==> src/rtl/spm_seq_pkg.sv <==
// Shared types and helpers for the serial-parallel multiplier sequencer.
package spm_seq_pkg;

  // Controller states, fixed 2-bit encoding
  typedef enum logic [1:0] {
    IDLE  = 2'd0,
    CLEAR = 2'd1,
    RUN   = 2'd2,
    DONE  = 2'd3
  } state_e;

  // Legal range of the spm pipeline latency
  localparam int PIPE_LAT_MIN = 0;
  localparam int PIPE_LAT_MAX = 3;

  // Counter width able to hold 0 .. 2N+PIPE_LAT without wrapping
  function automatic int cnt_width(input int n, input int pipe_lat);
    return $clog2(2 * n + pipe_lat + 1);
  endfunction

endpackage

==> src/rtl/spm_ser_deser.sv <==
// Serialises the y operand towards the spm and deserialises product bits from it.
module spm_ser_deser
  import spm_seq_pkg::*;
#(
  parameter int N      = 32,
  parameter int SIGNED = 0,
  parameter int CW     = 7
) (
  input  logic            clk,
  input  logic            rst,
  input  logic            run,
  input  logic            clr_en,
  input  logic            shift_en,
  input  logic [CW-1:0]   cnt,
  input  logic [N-1:0]    b_q,
  input  logic            spm_p,
  output logic            spm_y,
  output logic [2*N-1:0]  prod
);

  localparam int IW = $clog2(N);
  localparam logic [CW-1:0] N_C     = CW'(N);
  localparam logic [CW-1:0] TWO_N_C = CW'(2 * N);

  logic [2*N-1:0] prod_q;
  logic [2*N-1:0] prod_d;
  logic [IW-1:0]  bit_idx;

  assign bit_idx = cnt[IW-1:0];
  assign prod    = prod_q;

  // y bit for the current count: operand bits, then the extension bits, then zeros
  always_comb begin
    spm_y = 1'b0;
    if (run) begin
      if (cnt < N_C) begin
        spm_y = b_q[bit_idx];
      end else if (cnt < TWO_N_C) begin
        spm_y = (SIGNED != 0) ? b_q[N-1] : 1'b0;
      end
    end
  end

  // Product shift register: clear wins, otherwise new bits enter at the top
  always_comb begin
    prod_d = prod_q;
    if (clr_en) begin
      prod_d = '0;
    end else if (shift_en) begin
      prod_d = {spm_p, prod_q[2*N-1:1]};
    end
  end

  // Product register state
  always_ff @(posedge clk or negedge rst) begin
    if (!rst) begin
      prod_q <= '0;
    end else begin
      prod_q <= prod_d;
    end
  end

endmodule

==> src/rtl/spm_seq_ctrl.sv <==
// Sequencer: accepts operands, clears and drives one spm, returns the 2N-bit product.
module spm_seq_ctrl
  import spm_seq_pkg::*;
#(
  parameter int N        = 32,
  parameter int SIGNED   = 0,
  parameter int PIPE_LAT = 1
) (
  input  logic            clk,
  input  logic            rst,
  input  logic            in_valid,
  output logic            in_ready,
  input  logic [N-1:0]    in_a,
  input  logic [N-1:0]    in_b,
  input  logic            abort,
  output logic            out_valid,
  input  logic            out_ready,
  output logic [2*N-1:0]  out_p,
  output logic [N-1:0]    spm_x,
  output logic            spm_y,
  output logic            spm_clr,
  input  logic            spm_p,
  output logic            busy
);

  localparam int CW = cnt_width(N, PIPE_LAT);
  localparam logic [CW-1:0] PL_C   = CW'(PIPE_LAT);
  localparam logic [CW-1:0] LAST_C = CW'(2 * N + PIPE_LAT - 1);

  if (PIPE_LAT < PIPE_LAT_MIN || PIPE_LAT > PIPE_LAT_MAX) begin : g_bad_pipe_lat
    $error("spm_seq_ctrl: PIPE_LAT outside the supported range");
  end

  state_e        state_q, state_d;
  logic [N-1:0]  a_q, a_d;
  logic [N-1:0]  b_q, b_d;
  logic [CW-1:0] cnt_q, cnt_d;
  logic          run;
  logic          shift_en;

  // Next-state logic; abort takes precedence over finishing the run
  always_comb begin
    state_d = state_q;
    unique case (state_q)
      IDLE:    if (in_valid) state_d = CLEAR;
      CLEAR:   state_d = abort ? IDLE : RUN;
      RUN: begin
        if (abort) begin
          state_d = IDLE;
        end else if (cnt_q == LAST_C) begin
          state_d = DONE;
        end
      end
      DONE:    if (out_ready) state_d = IDLE;
      default: state_d = IDLE;
    endcase
  end

  // Operand capture and run counter
  always_comb begin
    a_d   = a_q;
    b_d   = b_q;
    cnt_d = cnt_q;
    unique case (state_q)
      IDLE: begin
        if (in_valid) begin
          a_d = in_a;
          b_d = in_b;
        end
      end
      CLEAR:   cnt_d = '0;
      RUN:     cnt_d = cnt_q + CW'(1);
      default: cnt_d = cnt_q;
    endcase
  end

  // Moore outputs plus the abort-driven datapath clear
  always_comb begin
    in_ready  = (state_q == IDLE);
    busy      = (state_q != IDLE);
    out_valid = (state_q == DONE);
    run       = (state_q == RUN);
    spm_clr   = (state_q == CLEAR) || ((state_q == RUN) && abort);
    shift_en  = (state_q == RUN) && !abort && (cnt_q >= PL_C);
    spm_x     = a_q;
  end

  // State, operand and counter registers
  always_ff @(posedge clk or negedge rst) begin
    if (!rst) begin
      state_q <= IDLE;
      a_q     <= '0;
      b_q     <= '0;
      cnt_q   <= '0;
    end else begin
      state_q <= state_d;
      a_q     <= a_d;
      b_q     <= b_d;
      cnt_q   <= cnt_d;
    end
  end

  spm_ser_deser #(
    .N      (N),
    .SIGNED (SIGNED),
    .CW     (CW)
  ) u_ser_deser (
    .clk      (clk),
    .rst      (rst),
    .run      (run),
    .clr_en   (spm_clr),
    .shift_en (shift_en),
    .cnt      (cnt_q),
    .b_q      (b_q),
    .spm_p    (spm_p),
    .spm_y    (spm_y),
    .prod     (out_p)
  );

endmodule

==> config.mk <==
export PLATFORM = sky130hd
export DESIGN_NAME = spm_seq_ctrl
export DESIGN_NICKNAME = d
export VERILOG_FILES = /design/src/rtl/spm_seq_pkg.sv /design/src/rtl/spm_ser_deser.sv /design/src/rtl/spm_seq_ctrl.sv
export SDC_FILE = /design/constraint.sdc
export NUM_CORES = 1
export LEC_CHECK = 0
export BUFFER_PORTS_ARGS = -buffer_cell sky130_fd_sc_hd__buf_2
export CAP_MARGIN = 20
export CORE_ASPECT_RATIO = 1.1
export CORE_MARGIN = 2
export CORE_UTILIZATION = 26
export CTS_BUF_LIST = sky130_fd_sc_hd__clkbuf_8
export DETAILED_ROUTE_END_ITERATION = 16
export PLACE_DENSITY = 0.56
export SKIP_LAST_GASP = 1
export SLEW_MARGIN = 5
export SYNTH_ARGS = -nofsm -noshare
export SYNTH_HDL_FRONTEND = slang
export SYNTH_SLANG_ARGS = --single-unit
==> constraint.sdc <==
create_clock -name clk -period 4.2 [get_ports clk]
set_clock_uncertainty 0.1 [all_clocks]
set_input_delay 0.84 -clock clk [delete_from_list [all_inputs] [get_ports clk]]
set_output_delay 0.84 -clock clk [all_outputs]
set_load 0.02 [all_outputs]
==> qor.yml <==
outcome: "completed"
antenna_found_initial: 2
grt_overflow: 0
leakagePower_nw: 3.43
max_freq_mhz: 302
cp_slowest_cell: "dfrtp_1"
slew_violations: 0
crit_path_max_fanout: 13
cts-root-buf: "clkbuf_8"
critPathLaunchType: "flip-flop"
grt_max_degree: 73
ant_nets: 0
htreeDepth: 4
wire_per_inst_um: 13.8
rows: 57
layout_common_cells: "169 x buf_2, 137 x dfrtp_1, 136 x nand2_1"
start_util_pct: 26.2
finalWirelength_um: 13400
cts_buffers: 17
tns_ns: 0
route.detailed.drc: 0
fin_crit_sh_pct: 79.0
power_per_cell_area_nw_per_um2: 611
hold_buffers: 0
criticalPathCategory: "flip-flop to output port"
die_h_um: 160
required_ns: 3.26
port_buffers: 170
cts_tree: "done"
dr.pass1.iters: 6
core_area_um2: 21900
final_common_cell: "buf_2"
final_util_pct: 33.5
multi_input_area_um2: 2150
drt_iter0_markers: 156
synthesis.instances: 505
synth_nets: 582
dpl_cell_area_um2: 6890
crit_arrival_ns: 2.38
setup_viol_count_final: 0
clk_pin_slew_ns: 0.09
rsz0062_at_grt: "false"
cap_violations: 0
postCtsResizedCells: 0
path_cells: "mux4_2 > nand3b_1 > nand4_1 > o2111a_1 > buf_2"
track_usage_pct: 11.7
antenna_cells: 0
seq_area_um2: 3430
worstSkewPairLatency_ns: 0.44
cts.path.max_buffers: 2
fin_area_um2: 7330
ys_ff_latch: 137
end_kind: "output port"
ir_drop_mv: 0.301
critPathMaxStageDelay_ns: 0.73
vias_per_cell: 4.38
syn_area_per_cell_um2: 11.4
areaGrowthSynthToFinish_pct: 27.8
first_global_vias: 4213
nets: 744
tightest_slew_ns: 0.689
slew_headroom_pct: 54.0
yosys_warnings: 0
die-area_um2: 23300
vias: 4270
clock_sinks: 137
ios: 171
syn-cell-area_um2: 5740
yosysSeqAreaShare_pct: 59.7
r2r_setup_slack_ns: 1.33
dieWidth_um: 146
hold_violations: 0
grt_pass1_wl_um: 22000
fillers: 2264
ys_types: 31
hold_path_class: "input pin to asynchronous set/reset pin"
postCtsSetupRepairBufs: 0
dp_hpwl_um: 8970
gp_congestion: 0.698
min_period_ns: 3.32
drive_gt1_share_pct: 41.8
sequential cells by signal (all words and copies together) (netlist names):
signal and cells:
spm_x 32, cnt_q 7, state_q 2, u_ser_deser.prod 64, b_q 32
metal layers:
layer / wire length (um) / global-route usage (%)
met5: 24 / 0
met3: 935 / 4.09
met4: 138 / 3.88
met1: 6290 / 15.7
met2: 6030 / 17.7
worst paths after layout:
path                       depth (start not counted)       from                    to
setup / recovery                                   5   cnt_q[0]                 spm_y
hold / removal                                     1        rst  u_ser_deser.prod[61]
setup reg to reg                                   7   cnt_q[1]  u_ser_deser.prod[17]
hold reg to reg                                    1  spm_x[15]             spm_x[15]
max in group asynchronous                          2        rst                b_q[3]
min in group clk                                   1  spm_x[15]             spm_x[15]
kinds of logic after synthesis:
family / after synthesis / synth area share [%]
buf+inv: 40 / 2.92
mux: 76 / 16.2
compound gates: 80 / 7.78
simple gates: 164 / 11.6
fa+ha+maj: 7 / 1.53
flops: 137 / 59.7
xor+xnor: 1 / 0.153
stage by stage:
step           power [mW]  cells  worst slack, ns  hold slack [ns]
2_1_floorplan        2.88    505             1.65            0.374
3_3_place_gp         3.32    943             1.33            0.383
3_5_place_dp         3.34    943             1.31            0.388
4_1_cts              4.57    975            0.800            0.270
5_1_grt              4.77    975            0.660            0.290
6_report             4.48    975            0.883            0.275
cells in the mapped netlist (all sizes together):
cell     count  area (um2)
dfrtp      137        3430
nand2      137         514
mux2        66         743
a21oi       65         325
clkbuf      18        67.6
buf         14        70.1
inv          8        30.0
nand3        8        40.0
ha           7        87.6
mux4         7         158
o21ai        7        46.3
nor2         5        18.8
mux2i        3        30.0
nor2b        3        18.8
a21o         2        15.0
nand4        2        12.5
nor3         2        10.0
or3          2        12.5
or4          2        18.8
a21boi       1        7.51
a221oi       1        15.0
nand3b       1        7.51
nand4b       1        8.76
o2111a       1        11.3
o2111ai      1        8.76
o21a         1        7.51
o32a         1        10.0
or2          1        6.26
xnor2        1        8.76
cell type report:
cell class / instances / share of cell area [%]
repair buffers: 175 / 12.5
inverters: 8 / 0.409
multi-input cells: 328 / 29.3
flip-flops and latches: 137 / 46.7
well taps: 295 / 5.03
clock buffers: 19 / 3.57
clock inverters: 13 / 2.42
power by group:
part | switching, mW | internal [mW] | leakage, nW
combinational | 0.792 | 0.653 | 1.44
clock | 0.525 | 0.674 | 0.220
sequential | 0.188 | 1.65 | 1.77
worst max-delay path: cells and delay by family, from the launching register on:
kind | cells | cell delay (ns)
simple gates | 2 | 0.21
mux | 1 | 0.57
flops | 1 | 0.73
buf+inv | 1 | 0.16
compound gates | 1 | 0.27
Power figures use the tool's default switching activity.
